[src/rtl/color_sched.sv]
// Two-requester round-robin arbiter feeding the colouring stream; only legal colours are
// issued, and a starvation guard inserts a clear token to unblock a waiting requester.
module color_sched #(
    parameter int unsigned STARVE_LIMIT = 4
) (
    input  logic       clk,
    input  logic       rst_n,
    input  logic       req0,
    input  logic [1:0] color0,
    input  logic       req1,
    input  logic [1:0] color1,
    output logic       gnt0,
    output logic       gnt1,
    output logic       out_valid,
    output logic [1:0] out_color,
    output logic       forced
);

    localparam logic [2:0] Limit = 3'(STARVE_LIMIT);

    logic       last_none_q;
    logic [1:0] last_q;
    logic [1:0] run_q;
    logic       ptr_q;
    logic [2:0] wait0_q;
    logic [2:0] wait1_q;

    logic       legal0, legal1;
    logic       starved0, starved1;
    logic       cand0, cand1;
    logic       force_clear;
    logic       g0, g1;
    logic [1:0] issue_color;

    function automatic logic is_legal(input logic [1:0] c, input logic none,
                                      input logic [1:0] last, input logic [1:0] run);
        if (c == 2'b11 || none) return 1'b1;
        if (c == last && run == 2'd2) return 1'b0;
        if ((last == 2'b00 && c == 2'b01) || (last == 2'b01 && c == 2'b00)) return 1'b0;
        return 1'b1;
    endfunction

    assign legal0      = is_legal(color0, last_none_q, last_q, run_q);
    assign legal1      = is_legal(color1, last_none_q, last_q, run_q);
    assign starved0    = req0 && (wait0_q == Limit);
    assign starved1    = req1 && (wait1_q == Limit);
    assign cand0       = req0 && legal0;
    assign cand1       = req1 && legal1;
    assign force_clear = (starved0 && !legal0) || (starved1 && !legal1);

    // A starved requester with a legal colour overrides the round-robin pointer.
    always_comb begin
        g0 = 1'b0;
        g1 = 1'b0;
        if (!force_clear) begin
            if (starved0 && legal0 && starved1 && legal1) begin
                g0 = !ptr_q;
                g1 = ptr_q;
            end else if (starved0 && legal0) begin
                g0 = 1'b1;
            end else if (starved1 && legal1) begin
                g1 = 1'b1;
            end else if (cand0 && cand1) begin
                g0 = !ptr_q;
                g1 = ptr_q;
            end else begin
                g0 = cand0;
                g1 = cand1;
            end
        end
    end

    assign gnt0        = g0 && rst_n;
    assign gnt1        = g1 && rst_n;
    assign issue_color = g1 ? color1 : color0;

    always_ff @(posedge clk or negedge rst_n) begin
        if (!rst_n) begin
            out_valid   <= 1'b0;
            out_color   <= 2'b00;
            forced      <= 1'b0;
            last_none_q <= 1'b1;
            last_q      <= 2'b00;
            run_q       <= 2'd0;
            ptr_q       <= 1'b0;
            wait0_q     <= 3'd0;
            wait1_q     <= 3'd0;
        end else if (force_clear) begin
            // Wait counters hold so the starved requester keeps its priority.
            out_valid   <= 1'b1;
            out_color   <= 2'b11;
            forced      <= 1'b1;
            last_none_q <= 1'b1;
            run_q       <= 2'd0;
            ptr_q       <= (starved0 && starved1) ? ptr_q : starved1;
        end else begin
            forced    <= 1'b0;
            out_valid <= g0 || g1;
            wait0_q   <= (!req0 || g0) ? 3'd0 : ((wait0_q == Limit) ? wait0_q : wait0_q + 3'd1);
            wait1_q   <= (!req1 || g1) ? 3'd0 : ((wait1_q == Limit) ? wait1_q : wait1_q + 3'd1);
            if (g0 || g1) begin
                out_color <= issue_color;
                ptr_q     <= g0;
                if (issue_color == 2'b11) begin
                    last_none_q <= 1'b1;
                    run_q       <= 2'd0;
                end else if (!last_none_q && issue_color == last_q) begin
                    run_q <= run_q + 2'd1;
                end else begin
                    last_none_q <= 1'b0;
                    last_q      <= issue_color;
                    run_q       <= 2'd1;
                end
            end
        end
    end

endmodule

[config.mk]
export PLATFORM = sky130hd
export DESIGN_NAME = color_sched
export DESIGN_NICKNAME = d
export VERILOG_FILES = /design/src/rtl/color_sched.sv
export SDC_FILE = /design/constraint.sdc
export NUM_CORES = 1
export LEC_CHECK = 0
export CORE_ASPECT_RATIO = 0.75
export CORE_MARGIN = 2
export CORE_UTILIZATION = 49
export DETAILED_ROUTE_END_ITERATION = 16
export GPL_TIMING_DRIVEN = 0
export PLACE_DENSITY_LB_ADDON = 0.12
export RECOVER_POWER = 100
export SLEW_MARGIN = 5
export SYNTH_ARGS = -nofsm -noshare
export SYNTH_HDL_FRONTEND = slang
export SYNTH_SLANG_ARGS = --single-unit
[constraint.sdc]
create_clock -name clk -period 2.6 [get_ports clk]
set_input_delay 0.52 -clock clk [delete_from_list [all_inputs] [get_ports clk]]
set_output_delay 0.52 -clock clk [all_outputs]
set_load 0.01 [all_outputs]
Word level (Yosys, flattened, before mapping)
Index checks and enable logic that the tools add are counted.
W data, S select, Z words.

storage, ports and cells
  register bits after elaboration = 16
  logic and storage cells = 129
  input bits = 8
  output and inout port bits = 6

operators by class
  reduce and logical (&&, ||, !) cells = 44
  multiplexer cells = 54
  $add $sub $neg = 3
  bitwise gates (word level) = 3
  eq/ne operators = 16

operator list
  operator               count
  $mux W1                43
  $logic_and A1 B1 Y1    21
  $mux W2                7
  $mux W3                4
  $eq A2 B2 Y1 const B   4
  $logic_or A1 B1 Y1     8
  $reduce_and A2 Y1      4
  $add A3 B1 Y3 const B  2
  $eq A2 B1 Y1 const B   3
  $eq A2 B2 Y1           3
  $eq A3 B3 Y1 const B   2
  $logic_not A1 Y1       6
  $logic_not A2 Y1       3
  $ne A2 B1 Y1 const B   2
  $reduce_and A4 Y1      1
  $ne A3 B3 Y1 const B   1
  $not A1 Y1             3
  $add A2 B1 Y2 const B  1
  $ne A2 B2 Y1 const B   1
  $reduce_bool A2 Y1     1

Depth between registers and ports, before layout
Gate-level depths: netlist (run 1).

  depth in word-level cells = 23
  depth in mapped cells = 13
  depth with buffers taken out = 12

Least setup slack after synthesis (run 1)
Ideal clock, no wire load.

  path kind = input port to flip-flop
  from = input port color0[1]
  to = register run_q[0]
  arrival time = 2517 ps
  data required time = 2462 ps
  slack = -55 ps
  library setup time = 138 ps
  stages = 9
  path buffers = 0
  path through = or3b_1 a21o_1 a21oi_4 o21ai_2 a221oi_2 mux2_1 xor2_1 nor3_1 o221ai_1

between the ends
  word-level cells in the longest chain between the ends = 23
  elaborated cells on any way between the ends = 48
  classes of those cells = 5 x eq/ne; 26 x mux; 17 x reduce/logical

ends and longest elaborated chain
  item                                              line  text
  from (decl)                                       9     input logic [1:0] color0,
  $eq A2 B1 Y1 or $logic_not A2 Y1 (tied branches)  39    if ((last == 2'b00 && c == 2'b01) || (last == 2'b01 && c == 2'b00)) return 1'b0;
  $logic_and A1 B1 Y1                               39
  $logic_or A1 B1 Y1                                39
  $mux W1 (2 in series)                             39
  $mux W1                                           38    if (c == last && run == 2'd2) return 1'b0;
  $mux W1                                           40    return 1'b1;
  $mux W1                                           39
  $mux W1                                           38
  [... 6 more ...]                                  --
  $mux W1                                           55    if (!force_clear) begin
  $mux W2                                           75    assign issue_color = g1 ? color1 : color0;
  $eq A2 B2 Y1                                      107   end else if (!last_none_q && issue_color == last_q) begin
  $logic_and A1 B1 Y1                               107
  $mux W2                                           107
  $mux W2                                           104   if (issue_color == 2'b11) begin
  $mux W2                                           101   if (g0 || g1) begin
  $mux W2                                           88    end else if (force_clear) begin
  to (signal assigned)                              108   run_q <= run_q + 2'd1;
  to (decl)                                         23    logic [1:0] run_q;

Several ways; a longest one is shown, not always the timed one. The select of a mux whose other input is x is not followed.
A chain may end at the register's enable or synchronous reset.

Worst setup path after layout (run 1)
  from = register run_q[1]
  to = output port gnt1

between the ends
  word-level cells in the longest chain between the ends = 15
  elaborated cells on any way between the ends = 35
  classes of those cells = 1 x eq/ne; 19 x mux; 15 x reduce/logical

ends and longest elaborated chain
  item                                           line    text
  $eq A2 B2 Y1 *                                 38
  $logic_and A1 B1 Y1                            38
  $mux W1                                        38
  $mux W1                                        39
  $mux W1                                        40
  $mux W1                                        39
  $mux W1                                        38
  $logic_and A1 B1 Y1, on equally long branches  47, 48
  $logic_and A1 B1 Y1                            63      end else if (cand0 && cand1) begin
  $mux W1                                        63
  $mux W1                                        61      end else if (starved1 && legal1) begin
  $mux W1                                        59      end else if (starved0 && legal0) begin
  $mux W1                                        56      if (starved0 && legal0 && starved1 && legal1) begin
  $mux W1 *                                      55
  $logic_and A1 B1 Y1 *                          74      assign gnt1 = g1 && rst_n;
  to (decl)                                      13      output logic gnt1,

Mark *: on every way between the ends. The rest lies on a longest branch, timed or not. The select of a mux whose other input is x is not followed.

==> impl_metrics.ini, run 1 <==
[floorplanning]
core_um2 = 2070
ios = 14
start_util_pct = 53.3
chipHeight_um = 45.1
rows = 14
die-area_um2 = 2650
fp.dieW_um = 58.8

[clock_network]
clock-root-buffer = clkbuf_4
clkSlewWorstSetupHoldPaths_ns = 0.09
cts_inserted_buffers = 3
htreeDepth = 1
cts.path.max_buffers = 2
clock_sinks = 16
cts_tree = yes
worstSkewPairLatency_ns = 0.29

[route]
first_pass_iters = 10
wl_per_cell_um = 17.8
vias = 1074
drtIter0Drc = 55
antenna_left = 0
wirelength_mm = 3.16
drc_errors = 1
drt-vias-per-instance = 6.07

[synth]
yosys_warnings = 0
syn_area_um2 = 1100
ys_types = 44
async_reset_ff_share_pct = 100
synth_top_family_by_area = simple AND/OR/NAND/NOR gates
seq_area_frac_synth_pct = 36.4
postSynthCellCount = 122
yosys-top-cells-area = dfrtp_1 (34%), nand2_1 (6.1%), ha_1 (5.7%)
synth-xor-area-share_pct = 1.59
ys.flop_type = dfrtp_1
synth_edf_count = 0
syn_avg_cell_area_um2 = 9.04
synthMuxAreaShare_pct = 8.17
synth_seq_cells = 16
synth_nets = 135
synth-compound-area-share_pct = 18.2
synthAdderAreaFrac_pct = 5.68
yosysTopAreaCellShare_pct = 34.1
synthSimpleGateAreaFrac_pct = 23.8
synth.most_common_cell = nand2_1
yosys-top-cells-count = nand2_1 (18), dfrtp_1 (15), inv_1 (8)
synth_top_cell_by_area = dfrtp_1

[setup_path]
critPathLaunchType = flip-flop
critPathMaxFanout = 4
cp_slowest_cell = dfrtp_1
r2r_start = run_q[1]
critPathMostFrequentCell = buf_6
rr_worst_depth = 13
cp-end-kind = output pin
cp_cell_sequence = ha_4, nand4b_1, o31a_1, o32ai_4, a2111o_1, buf_6, a221oi_4, buf_6, and2_4, buf_6
cp_slowest_stage_delay_ns = 0.43
cp.arrival_ns = 2.51
crit_required_ns = 2.08
critPathKind = reg2out
setup.worst_path.start = run_q[1]

[timing]
tightestPinTransition_ns = 0.814
relSlewSlack_pct = 45.6
hold_ws_ns = 0.526
fin_crit_ns = 3.03
fmax_mhz = 330
rsz0062_at_grt = true
finalWorstSetupSlack_ns = -0.426
hold_violations = 0
setup_violations = 9
finalCritPeriodShare_pct = 116
slew_viol_final = 0
fin_skew_ns = 0.00510

[final_layout]
final_cell_area_um2 = 1520
nets = 167
layout-drive-gt1-share_pct = 33.3
stdcell_count = 177
diodes = 0
nFillCells = 159
syn_to_final_growth_pct = 37.5

[placed_design]
place_area_um2 = 1280
io_buffers = 13
gp_congestion = 0.889
dp_cells = 159
hpwl_mm = 1.90
dp_slack_ns = -1.19

[power_and_ir_drop]
vdd_drop_max_mv = 0.493
p_per_area_nw_per_um2 = 897
leakagePower_nw = 0.694

[worst_hold_path]
hp-class = reg2reg
worstHoldPathCells = 2
hold_start = wait0_q[1]

[grt]
grt_overflow_total = 0
grt_start_max_net_pins = 19
track_usage_pct = 24.8
grt_antenna_before_repair = 0
grt_pass1_vias = 966
grt_pass1_wl_mm = 4.77

[job]
cap_violations = 0

[outcome]
violations = DRC, setup timing
status = finished, violations left
## flip-flops by register name (all words and copies together), names as in the netlist
register and cells:
wait1_q 3, out_color 2, forced 1, out_valid 1, ptr_q 1, wait0_q 3, run_q 2, last_q 2
last_none_q 1
## final cells by class
cell class / count / area (µm²) / share of cell area (%)
Multi-Input combinational cell: 92 / 731 / 48.2
Inverter: 10 / 37.5 / 2.48
Buffer: 2 / 22.5 / 1.49
Tap cell: 24 / 30.0 / 1.98
Clock buffer: 4 / 36.3 / 2.39
Timing Repair Buffer: 29 / 255 / 16.8
Sequential cell: 16 / 403 / 26.6
## report_power, final
part	internal, W	leakage, nW	switching, W
Clock	0.0000854	0.0210	0.0000841
Combinational	0.000401	0.474	0.000359
Sequential	0.000339	0.199	0.0000906
## what timing repair did
action / CTS / global route
hold buffers: 0 / 0
resized for setup: 31 / 9
pin swaps: 8 / 4
setup endpoints to repair: 14 / 10
buffers inserted: 8 / 8
## worst paths after layout
check / to / slack, ns
worst max register to register: last_q[0] / -0.42
worst min register to register: wait0_q[1] / 0.53
worst min-delay path: wait0_q[1] / 0.53
max in group asynchronous: last_q[0] / 1.37
worst max-delay path: gnt1 / -0.43
min in group asynchronous: wait1_q[2] / 0.68
## per-layer routing
| layer | share of wire [%] | track usage, % |
|---|---|---|
| met5 | 0 | 0 |
| met4 | 2.9 | 7.73 |
| met3 | 9.0 | 7.74 |
| met2 | 45 | 37.8 |
| met1 | 43 | 34.2 |
## worst max-delay path: cells and delay by family (launching register included)
family	cells	cell delay (ns)
buffers and inverters	3	0.39
AOI/OAI and AO/OA	4	0.97
adders and majority gates	1	0.20
DFF	1	0.43
and+or+nand+nor	2	0.22
## kinds of logic (layout without fill, tap and decap cells)
group,Yosys count,after routing
adders and majority gates,5,5
DFF,16,16
AOI/OAI and AO/OA,26,26
and+or+nand+nor,51,51
muxes,8,8
buffers and inverters,14,45
xor gates and xnor gates,2,2
## through the flow
stage / TNS (ns) / util [%] / total power, W
floorplan: 0 / - / 0.000804
global placement: -8.57 / 62.2 / 0.000946
detailed placement: -10.02 / 62.2 / 0.000973
CTS: -1.42 / 69.2 / 0.00127
global route: -3.18 / 73.3 / 0.00144
finish: -2.32 / 73.3 / 0.00136
## cells in the final DEF, fill, tap and decap left out, types with 2 or more instances in the layout
master | netlist | final
dlygate4sd2_1 | 0 | 2
clkdlybuf4s50_1 | 0 | 2
a21oi_1 | 5 | 4
nor3_1 | 3 | 2
buf_4 | 0 | 13
buf_6 | 2 | 5
nor2b_1 | 3 | 3
nand2_1 | 18 | 18
clkbuf_4 | 0 | 3
inv_2 | 2 | 3
nand4b_1 | 2 | 2
mux2i_1 | 3 | 2
nand3_1 | 3 | 3
inv_1 | 8 | 7
a22o_1 | 3 | 3
and3_1 | 3 | 3
dlygate4sd3_1 | 0 | 4
o21ai_0 | 3 | 3
o21ai_2 | 1 | 3
dfrtp_1 | 15 | 14
nor2_1 | 7 | 6
and2_1 | 4 | 2
ha_1 | 5 | 4
mux2_4 | 1 | 3
o21ai_1 | 4 | 2
No activity file was read; power rests on OpenSTA's default activity.
==> inputs of run 2 (changes only) <==
Settings changed: CORE_UTILIZATION 49 to 55, SLEW_MARGIN 5 to 40.
Clock period 2.6 ns to 3.5 ns, I/O delays scaled along.
==> impl_metrics.ini, run 2 (synthesis gave the netlist of run 1 again) <==
[grt]
grt_pass1_vias = 1028
grt_antenna_before_repair = 0
grt_start_max_net_pins = 19
grt_pass1_wl_mm = 4.73
grt_overflow_total = 0
track_usage_pct = 26.2

[outcome]
status = complete, no violations

[power_and_ir_drop]
p_clk_share_pct = 15.4
p_per_area_nw_per_um2 = 654
leakagePower_nw = 0.614
p_comb_share_pct = 48.8
p_total_w = 0.000869
switching_share_pct = 40.4
intPower_w = 0.000518
p_seq_share_pct = 35.9
switchingPower_w = 0.000351
vdd_drop_max_mv = 0.498

[clock_network]
worstSkewPairLatency_ns = 0.31
cts_inserted_buffers = 3
clock-root-buffer = clkbuf_4
clock_sinks = 16
cts_tree = yes
htreeDepth = 1
cts_hold_buf = 0
clkSlewWorstSetupHoldPaths_ns = 0.12
cts.path.max_buffers = 2

[route]
first_pass_iters = 4
drc_errors = 0
wl_per_cell_um = 16.9
wirelength_mm = 2.81
antenna_left = 0
drt-vias-per-instance = 6.11
drtIter0Drc = 52
vias = 1015

[timing]
fin_crit_ns = 3.42
setup_violations = 0
hold_ws_ns = 0.497
hold_violations = 0
finalWorstSetupSlack_ns = 0.0790
tightestPinTransition_ns = 0.955
setup_tns_ns = 0
slew_viol_final = 0
fin_skew_ns = 0.0163
rsz0062_at_grt = false
fmax_mhz = 292
finalCritPeriodShare_pct = 97.7
relSlewSlack_pct = 36.3

[final_layout]
nFillCells = 146
reg_top3 = wait0_q: 3 flops, wait1_q: 3 flops
final_cell_mix = nand2_1 (19), dfrtp_1 (15), inv_1 (9)
layout_commonest_cell = nand2_1
diodes = 0
nets = 158
syn_to_final_growth_pct = 20.5
layout-drive-gt1-share_pct = 14.6
post-route-util_pct = 73.6

[job]
cap_violations = 0

[floorplanning]
chipHeight_um = 42.8
die-area_um2 = 2380
ios = 14
rows = 13
fp.dieW_um = 55.7
core_um2 = 1810
start_util_pct = 61.1

[setup_path]
rr_worst_depth = 12
setup.worst_path.start = color0[1]
endpoint = gnt0
critPathMaxFanout = 6
cp.arrival_ns = 2.72
critPathKind = in2out
critPathLaunchType = input port
reg2reg_slack_ns = 0.36
r2r_start = run_q[1]
timing.rr.end = run_q[0]
crit_required_ns = 2.80
cp-end-kind = output pin

[placed_design]
gp_congestion = 0.907
dp_slack_ns = -0.631
io_buffers = 13
hpwl_mm = 1.86

[worst_hold_path]
hp-class = in2async
## run 2: cell count changes in the layout (fill, tap and decap cells not counted), moves of 2 or more
cell	delta
buf_6	-3
clkdlybuf4s50_1	-2
clkbuf_1	+5
inv_1	+2
mux2_1	+2
dlygate4sd2_1	+2
mux2_4	-3
inv_2	-3
buf_4	-10
## run 2: how the worst min path moves through the flow
stage            endpoint  slack (ns)  cells after the start
2_1_floorplan      forced        0.40                      0
3_3_place_gp   wait0_q[1]        0.50                      2
3_5_place_dp   wait0_q[1]        0.52                      2
4_1_cts        wait0_q[1]        0.54                      2
5_1_grt        wait0_q[0]        0.57                      1
6_report        last_q[1]        0.50                      1
## run 2: area by class of cell
| cell class | instances | area [µm²] | area share (%) |
|---|---|---|---|
| buffer | 3 | 26.3 | 1.98 |
| clock buffer | 4 | 36.3 | 2.73 |
| inverter | 10 | 37.5 | 2.82 |
| multi-input combinational | 92 | 649 | 48.9 |
| sequential | 16 | 402 | 30.2 |
| tap | 22 | 27.5 | 2.07 |
| timing repair buffer | 19 | 150 | 11.3 |
## run 2: stage by stage
| stage | cells | area [µm²] |
|---|---|---|
| 2_1_floorplan | 122 | 1100 |
| 3_3_place_gp | 157 | 1260 |
| 6_report | 166 | 1330 |
| 3_5_place_dp | 157 | 1260 |
| 4_1_cts | 166 | 1360 |
| 5_1_grt | 166 | 1330 |
## run 2: power groups by stage
| stage | combinational, W | sequential (W) | clock [W] |
|---|---|---|---|
| 2_1_floorplan | 0.000277 | 0.000304 | 0 |
| 3_3_place_gp | 0.000378 | 0.000306 | 0 |
| 4_1_cts | 0.000447 | 0.000312 | 0.000132 |
| 5_1_grt | 0.000466 | 0.000320 | 0.000140 |
| 3_5_place_dp | 0.000398 | 0.000311 | 0 |
| 6_report | 0.000424 | 0.000312 | 0.000134 |
## run 2: repair_timing
action,in CTS,in global routing
buffers inserted,6,0
gates resized for setup,14,5
pin swaps,4,1
endpoints found under the setup margin,2,1
## run 2: critical path: stages
cell and delay, ns:
clkdlybuf4s15_1 0.26, or3b_1 0.38, a21o_1 0.18, a21oi_1 0.22, clkbuf_1 0.26, and4b_2 0.28
and2_1 0.15, dlygate4sd2_1 0.28
## run 2: routing by layer
| layer | share of wire, % | GRT usage [%] | vias up |
|---|---|---|---|
| met3 | 6.3 | 7.93 | 10 |
| li1 | - | - | 470 |
| met1 | 46 | 33.1 | 503 |
| met4 | 1.7 | 9.76 | 0 |
| met2 | 46 | 42.4 | 32 |
| met5 | 0 | 0 | - |
